[config.mk]
export PLATFORM = sky130hd
export DESIGN_NAME = wash_countdown
export DESIGN_NICKNAME = d
export VERILOG_FILES = /design/src/rtl/wash_countdown.sv
export SDC_FILE = /design/constraint.sdc
export NUM_CORES = 1
export LEC_CHECK = 0
export CAP_MARGIN = 20
export CORE_UTILIZATION = 25
export CTS_BUF_LIST = sky130_fd_sc_hd__clkbuf_2
export DETAILED_ROUTE_END_ITERATION = 16
export SETUP_SLACK_MARGIN = 0.05
export SLEW_MARGIN = 10
export SYNTH_ARGS = -nofsm -noshare
export SYNTH_HDL_FRONTEND = slang
export SYNTH_SLANG_ARGS = --single-unit
export TNS_END_PERCENT = 100
[constraint.sdc]
create_clock -name clk -period 2 [get_ports clk]
set_input_delay 0.4 -clock clk [delete_from_list [all_inputs] [get_ports clk]]
set_output_delay 0.4 -clock clk [all_outputs]
set_load 0.05 [all_outputs]
[src/rtl/wash_countdown.sv]
// rtl/wash_countdown.sv - preset 3-digit BCD countdown timer with multiplexed 7-segment display
//
// Parameters:
//   TICK_CYCLES  clk cycles per one-count decrement
//   SCAN_BITS    width of the free-running scan divider; its top 2 bits pick the digit
// Ports:
//   clk          single clock, all state changes on its rising edge
//   rst_n        asynchronous active-low reset
//   load         one-cycle request to capture d1/d2/d3/sign (ignored in RUN/PAUSE or if any digit > 9)
//   d1, d2, d3   preset ones / tens / hundreds digit, BCD
//   sign         preset sign flag, display-only, shown as '-' on digit 3
//   start        begin or resume the countdown
//   pause        suspend the countdown (wins over start)
//   light        segments, bit0=a .. bit6=g, bit7=dp, active-high
//   ena          one-hot digit enable: [0]=ones [1]=tens [2]=hundreds [3]=sign
//   busy         high in RUN and PAUSE
//   done         high in DONE
module wash_countdown #(
    parameter int TICK_CYCLES = 100000000,
    parameter int SCAN_BITS   = 16
) (
    input  logic       clk,
    input  logic       rst_n,
    input  logic       load,
    input  logic [3:0] d1,
    input  logic [3:0] d2,
    input  logic [3:0] d3,
    input  logic       sign,
    input  logic       start,
    input  logic       pause,
    output logic [7:0] light,
    output logic [3:0] ena,
    output logic       busy,
    output logic       done
);

    localparam int TICK_W = (TICK_CYCLES > 1) ? $clog2(TICK_CYCLES) : 1;
    localparam logic [TICK_W-1:0]    TICK_LAST = TICK_W'(TICK_CYCLES - 1);
    localparam logic [TICK_W-1:0]    TICK_ONE  = TICK_W'(1);
    localparam logic [SCAN_BITS-1:0] SCAN_ONE  = SCAN_BITS'(1);

    typedef enum logic [2:0] {
        S_IDLE   = 3'd0,
        S_LOADED = 3'd1,
        S_RUN    = 3'd2,
        S_PAUSE  = 3'd3,
        S_DONE   = 3'd4
    } state_t;

    state_t                r_state;
    logic [3:0]            r_ones;
    logic [3:0]            r_tens;
    logic [3:0]            r_hund;
    logic                  r_sign;
    logic [TICK_W-1:0]     r_tick;
    logic [SCAN_BITS-1:0]  r_scan;
    logic                  r_busy;
    logic                  r_done;

    logic                  w_load_ok;
    logic                  w_cnt_zero;
    logic                  w_cnt_one;
    logic                  w_tick_wrap;
    logic [3:0]            w_dec_ones;
    logic [3:0]            w_dec_tens;
    logic [3:0]            w_dec_hund;
    logic [1:0]            w_sel;

    // A preset is only accepted when every digit is a legal BCD value.
    assign w_load_ok   = load && (d1 <= 4'd9) && (d2 <= 4'd9) && (d3 <= 4'd9);
    assign w_cnt_zero  = (r_hund == 4'd0) && (r_tens == 4'd0) && (r_ones == 4'd0);
    assign w_cnt_one   = (r_hund == 4'd0) && (r_tens == 4'd0) && (r_ones == 4'd1);
    assign w_tick_wrap = (r_tick == TICK_LAST);

    // BCD decrement with borrow. A zero count is never decremented by the
    // FSM, but it is held at 000 here so the digits can never leave 0..9.
    always_comb begin
        w_dec_ones = r_ones;
        w_dec_tens = r_tens;
        w_dec_hund = r_hund;
        if (!w_cnt_zero) begin
            if (r_ones != 4'd0) begin
                w_dec_ones = r_ones - 4'd1;
            end else begin
                w_dec_ones = 4'd9;
                if (r_tens != 4'd0) begin
                    w_dec_tens = r_tens - 4'd1;
                end else begin
                    w_dec_tens = 4'd9;
                    w_dec_hund = r_hund - 4'd1;
                end
            end
        end
    end

    // Control FSM; busy/done are registered alongside the state they mirror.
    always_ff @(posedge clk or negedge rst_n) begin
        if (!rst_n) begin
            r_state <= S_IDLE;
            r_ones  <= 4'd0;
            r_tens  <= 4'd0;
            r_hund  <= 4'd0;
            r_sign  <= 1'b0;
            r_tick  <= '0;
            r_busy  <= 1'b0;
            r_done  <= 1'b0;
        end else begin
            case (r_state)
                S_IDLE, S_LOADED, S_DONE: begin
                    // A valid load takes priority over start in LOADED.
                    if (w_load_ok) begin
                        r_ones  <= d1;
                        r_tens  <= d2;
                        r_hund  <= d3;
                        r_sign  <= sign;
                        r_state <= S_LOADED;
                        r_busy  <= 1'b0;
                        r_done  <= 1'b0;
                    end else if ((r_state == S_LOADED) && start) begin
                        r_tick <= '0;
                        if (w_cnt_zero) begin
                            // Nothing to count: skip RUN entirely.
                            r_state <= S_DONE;
                            r_done  <= 1'b1;
                        end else begin
                            r_state <= S_RUN;
                            r_busy  <= 1'b1;
                        end
                    end
                end

                S_RUN: begin
                    if (pause) begin
                        // Tick is frozen so a resume continues mid-period.
                        r_state <= S_PAUSE;
                    end else if (w_tick_wrap) begin
                        r_tick <= '0;
                        r_ones <= w_dec_ones;
                        r_tens <= w_dec_tens;
                        r_hund <= w_dec_hund;
                        if (w_cnt_one || w_cnt_zero) begin
                            r_state <= S_DONE;
                            r_busy  <= 1'b0;
                            r_done  <= 1'b1;
                        end
                    end else begin
                        r_tick <= r_tick + TICK_ONE;
                    end
                end

                S_PAUSE: begin
                    if (start && !pause) begin
                        r_state <= S_RUN;
                    end
                end

                default: begin
                    r_state <= S_IDLE;
                    r_busy  <= 1'b0;
                    r_done  <= 1'b0;
                end
            endcase
        end
    end

    // Display scan divider: free-running in every state.
    always_ff @(posedge clk or negedge rst_n) begin
        if (!rst_n) begin
            r_scan <= '0;
        end else begin
            r_scan <= r_scan + SCAN_ONE;
        end
    end

    assign w_sel = r_scan[SCAN_BITS-1 -: 2];

    function automatic logic [7:0] seg7(input logic [3:0] digit);
        logic [7:0] code;
        case (digit)
            4'd0:    code = 8'h3F;
            4'd1:    code = 8'h06;
            4'd2:    code = 8'h5B;
            4'd3:    code = 8'h4F;
            4'd4:    code = 8'h66;
            4'd5:    code = 8'h6D;
            4'd6:    code = 8'h7D;
            4'd7:    code = 8'h07;
            4'd8:    code = 8'h7F;
            4'd9:    code = 8'h6F;
            default: code = 8'h00;
        endcase
        return code;
    endfunction

    always_comb begin
        light = 8'h00;
        ena   = 4'b0000;
        case (w_sel)
            2'd0: begin
                ena   = 4'b0001;
                light = seg7(r_ones);
            end
            2'd1: begin
                ena   = 4'b0010;
                light = seg7(r_tens);
            end
            2'd2: begin
                ena   = 4'b0100;
                light = seg7(r_hund);
            end
            default: begin
                ena   = 4'b1000;
                light = r_sign ? 8'h40 : 8'h00;
            end
        endcase
    end

    assign busy = r_busy;
    assign done = r_done;

endmodule

==> flow_summary.ini, run 1 <==
[final_layout]
diodes = 0
final_nets = 650
drive_gt1_frac = 0.4042
fin_area_sq_mm = 0.006276
final_cell_mix = buf_4, dfrtp_1, nand2_1
fillerInstances = 1634
final-seq-area_sq_mm = 0.001539
multi_input_area_sq_mm = 0.002836
final_cells = 836
area_growth_pct = 49.51
final_common_cell = buf_4

[floorplan]
die_w_um = 131.6
initial_core_util = 0.2549
ioPinCount = 32
die_h_um = 131.6
die-area_sq_mm = 0.01731
core-area_sq_mm = 0.01647
rows = 47

[setup_path]
cp-end-kind = output pin
cp.required_ps = 1600
critPathMaxFanout = 4
start_kind = register
rrSetupSlack_ps = 20
critPathKind = reg -> out
cp.arrival_ps = 2080

[grt]
antenna_found_initial = 0
grt_pass1_vias = 4070
grt_max_degree = 59
grt_overflow = 0
grtUsageTotal = 0.1443
grt_pass1_wl_mm = 20.02

[synthesis]
synth_top_family_by_area = compound AO/OA/AOI/OAI gates
synth.largest_area_cell = dfrtp_1
avgSynthCellArea_sq_um = 8.912
synth-compound-area-share = 0.2411
synth-simple-area-share = 0.2224
syn_nets = 510
synth_ff_type = dfrtp_1
ys_seq_area_frac = 0.3636
synthMuxAreaShare = 0.01759
ys_warn_count = 0
synth_edf_count = 0
synthAdderAreaFrac = 0.06259
synth_top_area_share = 0.3636
yosysUniqueCellTypes = 74
netlist_area_sq_mm = 0.004198
synthXorXnorAreaFrac = 0.04590
ys_ff_latch = 61
synthCells = 471
async_flop_share = 1.000
yosys-top-cells-area = dfrtp_1, ha_1, o21ai_0

[sta]
rsz0062_at_grt = true
max_slew_margin = 0.6680
worst_slack_ps = -476.9
fin_crit_sh = 1.238
min_period_ps = 2477
finalHoldViolations = 0
finalSetupViolCount = 7
fmax_ghz = 0.4037
worst_slew_pin_slew_ps = 485.5
finClkSkew_ps = 30.26
drv_slew = 0

[route]
dr_total_vias = 4099
ant_nets = 0
wire_per_inst_um = 14.70
via_per_inst = 4.903
dr.pass1.iters = 4
route.detailed.drc = 0
finalWirelength_mm = 12.29
drtIter0Drc = 188

[run_status]
status = complete, but fails checks
violations = setup timing

[clocking]
htree_levels = 3
worst_skew_pair.late_latency_ps = 550
clk_path_buf_depth = 2
cts_buffers = 9
root_buffer = clkbuf_2
path_clk_slew_ps = 200
cts_tree = done
cts.sinks = 61

[placed_design]
portBuffers = 30
place_area_sq_mm = 0.005538
dp_hpwl_mm = 9.005
pre_cts_slack_ps = -699.1
place_congestion = 0.8558
numPlacedInstances = 794

[power]
power_density_mw_per_mm2 = 1187
irDropWorstVdd_mv = 0.8492
p_leak_nw = 2.713

[run]
drv_cap = 0

[min_path]
hold_path_class = in -> async
## synth_stat cells (all sizes together) (9+ instances only)
cell type   n
a21oi      33
a31oi      16
and3       11
buf        14
clkbuf      9
dfrtp      61
ha         21
inv        20
nand2      33
nand3      18
nand4       9
nor2       33
o21ai      48
or3        11
xnor2      10
xor2       12
## worst max-delay path, cell delays in order (launching register included)
cell	delay, ps
dfrtp_1	430
buf_6	130
xor2_1	150
nand2_1	90
o31ai_2	70
mux4_2	490
buf_12	170
## power breakdown
group | switching (mW) | leakage [nW] | internal, mW
Combinational | 2.54 | 1.84 | 2.16
Sequential | 0.243 | 0.785 | 1.42
Clock | 0.538 | 0.0887 | 0.544
## cell families (layout without fill, tap and decap cells)
logic type / after synthesis / after routing
simple gates: 166 / 166
compound gates: 151 / 151
flops: 61 / 61
buf+inv: 43 / 188
xor+xnor: 22 / 22
fa+ha+maj: 21 / 21
mux: 6 / 6
other cells: 1 / 1
## through the flow
stage	TNS (ps)	total power, mW	utilization	hold slack, ps
2_1_floorplan	0	4.041	-	104.4
3_3_place_gp	-18710	5.597	0.3363	226.6
5_1_grt	-4582	7.896	0.3812	144.1
4_1_cts	-3203	7.054	0.3614	159.3
6_report	-2826	7.447	0.3812	190.5
3_5_place_dp	-20530	5.699	0.3363	233.7
## flip-flops by register name (all words and copies together) (netlist names)
signal	count
r_tens	4
r_hund	4
r_tick	27
r_state	3
busy	1
done	1
r_scan	16
r_sign	1
r_ones	4
## layer usage
layer / vias to the layer above / share of wire / global-route usage
li1: 2023 / - / -
met1: 1980 / 0.44 / 0.1761
met2: 70 / 0.50 / 0.2449
met3: 26 / 0.037 / 0.03009
met4: 0 / 0.025 / 0.06072
met5: - / 0 / 0
## area by class of cell
type                    count  share of cell area
well taps                 220             0.04386
multi-input cells         367              0.4520
clock buffers               9            0.007177
flip-flops and latches     61              0.2452
clock inverters             7             0.01954
repair buffers            152              0.2203
inverters                  20             0.01196
## repair_timing
action,in CTS,in global routing
resized for setup,45,52
setup buffers,11,15
endpoints found under the setup margin,49,49
endpoints found under the hold margin,61,0
hold buffers,1,0
pin swaps,7,19
## final timing paths
| check | depth (start not counted) | start | endpoint |
|---|---|---|---|
| min in group clk | 3 | sign | r_sign |
| hold / removal | 2 | rst_n | r_scan[4] |
| max in group asynchronous | 3 | rst_n | r_hund[3] |
| hold reg to reg | 1 | r_scan[5] | r_scan[5] |
| setup / recovery | 6 | r_tens[1] | light[6] |
| setup reg to reg | 8 | r_ones[0] | r_ones[3] |
No activity file was read; power rests on OpenSTA's default activity.
==> inputs of run 2 (changes only) <==
- clock period: 2 -> 3.1 ns (I/O delays scaled with it)
==> flow_summary.ini, run 2 (synthesis results as in run 1) <==
[final_layout]
top_regs = r_tick x27, r_scan x16
area_growth_pct = 15.14
final_nets = 535
final_common_cell = dfrtp_1
final_cell_mix = dfrtp_1, o21ai_0, nand2_1
largest_register_ffs = 27
drive_gt1_frac = 0.1138
fillerInstances = 1739
largest_register = r_tick

[min_path]
hold_path_class = in -> async

[power]
power_density_mw_per_mm2 = 753.8
p_leak_nw = 2.011
irDropWorstVdd_mv = 0.7268

[clocking]
clk_path_buf_depth = 2
cts_buffers = 9
path_clk_slew_ps = 190
worst_skew_pair.late_latency_ps = 540
cts.sinks = 61
htree_levels = 3
post_cts_buffers = 0
cts_tree = done
root_buffer = clkbuf_2

[sta]
fmax_ghz = 0.3466
worst_slew_pin_slew_ps = 902.6
finClkSkew_ps = 14.10
fin_crit_sh = 0.9307
finalHoldViolations = 0
holdWs_ps = 69.26
finalSetupViolCount = 0
max_slew_margin = 0.3960
drv_slew = 0
worst_slack_ps = 214.9
min_period_ps = 2885
rsz0062_at_grt = false
setup_tns_ps = 0

[floorplan]
die_h_um = 131.6
die_w_um = 131.6
core-area_sq_mm = 0.01647
die-area_sq_mm = 0.01731
ioPinCount = 32
initial_core_util = 0.2549
rows = 47

[run]
drv_cap = 0

[grt]
grt_pass1_vias = 3560
grt_overflow = 0
antenna_found_initial = 2
grt_max_degree = 62
grtUsageTotal = 0.1324
grt_pass1_wl_mm = 18.48

[route]
route.detailed.drc = 0
finalWirelength_mm = 11.00
via_per_inst = 5.075
ant_nets = 0
dr_total_vias = 3669
dr.pass1.iters = 5
drtIter0Drc = 270
wire_per_inst_um = 15.22

[setup_path]
cp.arrival_ps = 2270
slowest_delay_ps = 870
critPathBufInv = 1
cp-end-kind = output pin
crit_chain = nor2b_1 > clkdlybuf4s50_1
cp_top_family = buffers and inverters
cp.required_ps = 2480
critPathMaxFanout = 8
critPathKind = reg -> out
start_kind = register
worst_path_max_delay_cell = clkdlybuf4s50_1

[placed_design]
dp_hpwl_mm = 8.089
portBuffers = 30
place_congestion = 0.8095
pre_cts_slack_ps = 222.0

[run_status]
status = completed
## run 2: layout make-up
cell class,count,area [sq um],area share
multi-input cells,367,2479,0.5128
flip-flops and latches,61,1531,0.3169
repair buffers,37,332.8,0.06886
well taps,220,275.3,0.05695
clock inverters,7,90.09,0.01864
inverters,20,75.07,0.01553
clock buffers,9,45.04,0.009319
diodes,2,5.005,0.001035
## run 2: metal layers
metal	routed length [um]	GRT usage	share of wire
met1	5139	0.1731	0.47
met2	5287	0.2149	0.48
met3	438	0.03318	0.040
met4	138	0.03747	0.013
met5	0	0	0
## run 2: path summary, 6_finish.rpt
kind / from / end / slack [ps] / depth (start not counted)
setup / recovery: r_scan[14] / ena[1] / 210 / 2
max in group asynchronous: rst_n / r_scan[11] / 2760 / 2
min in group clk: r_scan[12] / r_scan[12] / 480 / 1
hold / removal: rst_n / r_state[1] / 70 / 2
setup reg to reg: r_tick[0] / r_tick[14] / 560 / 6
hold reg to reg: r_scan[12] / r_scan[12] / 480 / 1
## run 2: power breakdown
| group | internal, mW | total [mW] | leakage [nW] | switching (mW) |
|---|---|---|---|---|
| Combinational | 0.653 | 1.91 | 1.14 | 1.26 |
| Clock | 0.262 | 0.584 | 0.0793 | 0.322 |
| Sequential | 0.914 | 1.15 | 0.794 | 0.235 |
## run 2: stage by stage
| step | instances | power [mW] | area (sq um) | utilization |
|---|---|---|---|---|
| CTS | 721 | 3.660 | 4840 | 0.2939 |
| global route | 722 | 3.916 | 4831 | 0.2934 |
| finish | 723 | 3.643 | 4833 | 0.2935 |
| global placement | 705 | 3.052 | 4708 | 0.2859 |
| floorplan | 471 | 2.546 | 4198 | - |
| detailed placement | 705 | 3.089 | 4708 | 0.2859 |
## run 2: repair_timing
action	in CTS	in global routing
hold buffers	0	0
resized for setup	5	11
hold endpoints to repair	0	0
endpoints found under the setup margin	4	6
==> inputs of run 3 (changes only) <==
- CORE_UTILIZATION: 25 -> 65
- PLACE_DENSITY: default -> 0.87
==> flow_summary.ini, run 3 (synthesis results as in run 1) <==
[route]
route.detailed.drc = 0
ant_nets = 0
dr_total_vias = 3762
drtIter0Drc = 334
dr.pass1.iters = 5
finalWirelength_mm = 9.868
via_per_inst = 6.543
wire_per_inst_um = 17.16

[setup_path]
cp-end-kind = output pin
slowest_delay_ps = 470
critPathKind = reg -> out
cp.required_ps = 2480
cp_top_family = buffers and inverters
critPathBufInv = 3
start_kind = register
cp.arrival_ps = 2320
worst_path_max_delay_cell = dfrtp_1
crit_chain = inv_1 > ha_1 > inv_1 > a21oi_1 > o21ai_0 > nand3_1 > clkdlybuf4s15_2
critPathMaxFanout = 6
crit_path_frequent_cell = inv_1

[sta]
worst_slack_ps = 159.2
setup_tns_ps = 0
fmax_ghz = 0.3400
max_slew_margin = 0.3787
fin_crit_sh = 0.9487
finalHoldViolations = 0
finClkSkew_ps = 40.02
worst_slew_pin_slew_ps = 928.5
finalSetupViolCount = 0
drv_slew = 0
holdWs_ps = 244.4
rsz0062_at_grt = true
min_period_ps = 2941

[clocking]
cts.sinks = 61
path_clk_slew_ps = 210
htree_levels = 3
cts_tree = done
clk_path_buf_depth = 2
root_buffer = clkbuf_2
worst_skew_pair.late_latency_ps = 490
hold_buffers = 0
cts_buffers = 9

[floorplan]
rows = 28
die_w_um = 82.36
die-area_sq_mm = 0.006783
ioPinCount = 32
die_h_um = 82.36
initial_core_util = 0.6926
core-area_sq_mm = 0.006061

[placed_design]
place_congestion = 0.8581
dp_hpwl_mm = 7.122
pre_cts_slack_ps = 233.6
portBuffers = 30

[grt]
grt_pass1_vias = 3473
grt_overflow = 0
grt_pass1_wl_mm = 16.15
antenna_found_initial = 0
grt_max_degree = 62
grtUsageTotal = 0.3160

[final_layout]
final_cell_mix = dfrtp_1, o21ai_0, nand2_1
top_regs = r_tick x27, r_scan x16
area_growth_pct = 9.687
diodes = 0
fillerInstances = 430
final_common_cell = dfrtp_1
drive_gt1_frac = 0.1040
largest_register = r_tick
largest_register_ffs = 27
final-seq-area_sq_mm = 0.001528
final_nets = 534
multi_input_area_sq_mm = 0.002479

[run]
drv_cap = 0

[power]
irDropWorstVdd_mv = 0.7203
p_leak_nw = 1.986
p_seq_frac = 0.327
power.internal_mw = 1.731
power.share.clock = 0.141
power_density_mw_per_mm2 = 764.8
power.switching_mw = 1.790
combPwrFrac = 0.532
sw_frac_of_total = 0.5084

[run_status]
status = completed

[min_path]
hold_path_class = in -> async
## run 3: cell count changes in the layout (fill, tap and decap cells not counted), sizes merged
| cell | previous run | this run |
|---|---|---|
| buf | 11 | 8 |
| diode | 2 | 0 |
| bufinv | 2 | 1 |
| clkinvlp | 1 | 3 |
| clkinv | 4 | 3 |
| clkdlybuf4s15 | 0 | 1 |
| dlygate4sd2 | 0 | 1 |
## run 3: power groups by stage
| stage | combinational (mW) | sequential [mW] | clock, mW |
|---|---|---|---|
| after detailed placement | 1.89 | 1.16 | 0 |
| after global routing | 2.07 | 1.18 | 0.533 |
| after floorplan | 1.48 | 1.07 | 0 |
| after global placement | 1.85 | 1.15 | 0 |
| after CTS | 1.86 | 1.15 | 0.500 |
| final | 1.87 | 1.15 | 0.495 |
## run 3: what timing repair did
action | 4_1_cts | 5_1_grt
resized for setup | 9 | 9
buffers inserted | 0 | 0
endpoints found under the setup margin | 6 | 4
## run 3: worst paths after layout
path	start	endpoint	slack, ps	cells past startpoint
min in group clk	r_scan[12]	r_scan[12]	470	1
worst max register to register	r_tick[1]	r_tick[20]	530	6
worst max-delay path	r_ones[0]	light[3]	160	7
max in group asynchronous	rst_n	r_ones[1]	2310	2
worst min-delay path	rst_n	r_tick[17]	240	2
worst min register to register	r_scan[12]	r_scan[12]	470	1
## run 3: area by class of cell
class	instances	share of cell area
flip-flops and latches	61	0.3318
clock inverters	7	0.01440
clock buffers	9	0.009783
multi-input cells	367	0.5383
inverters	20	0.01630
repair buffers	36	0.06902
well taps	75	0.02038
## run 3: routing by layer
metal  GRT usage  share of wire  vias to the layer above
met5           0              0                        -
met4      0.1491          0.022                        0
met3     0.04066          0.066                       24
met2      0.5074           0.47                      180
met1      0.4229           0.44                     1768
li1            -              -                     1790
## run 3: metrics by stage
stage            util  std cells  power [mW]  cell area [sq um]
6_report       0.7597        575       3.522               4604
5_1_grt        0.7597        575       3.776               4604
4_1_cts        0.7622        575       3.509               4619
3_5_place_dp   0.7444        559       3.051               4512
3_3_place_gp   0.7444        559       2.996               4512
2_1_floorplan       -        471       2.546               4198
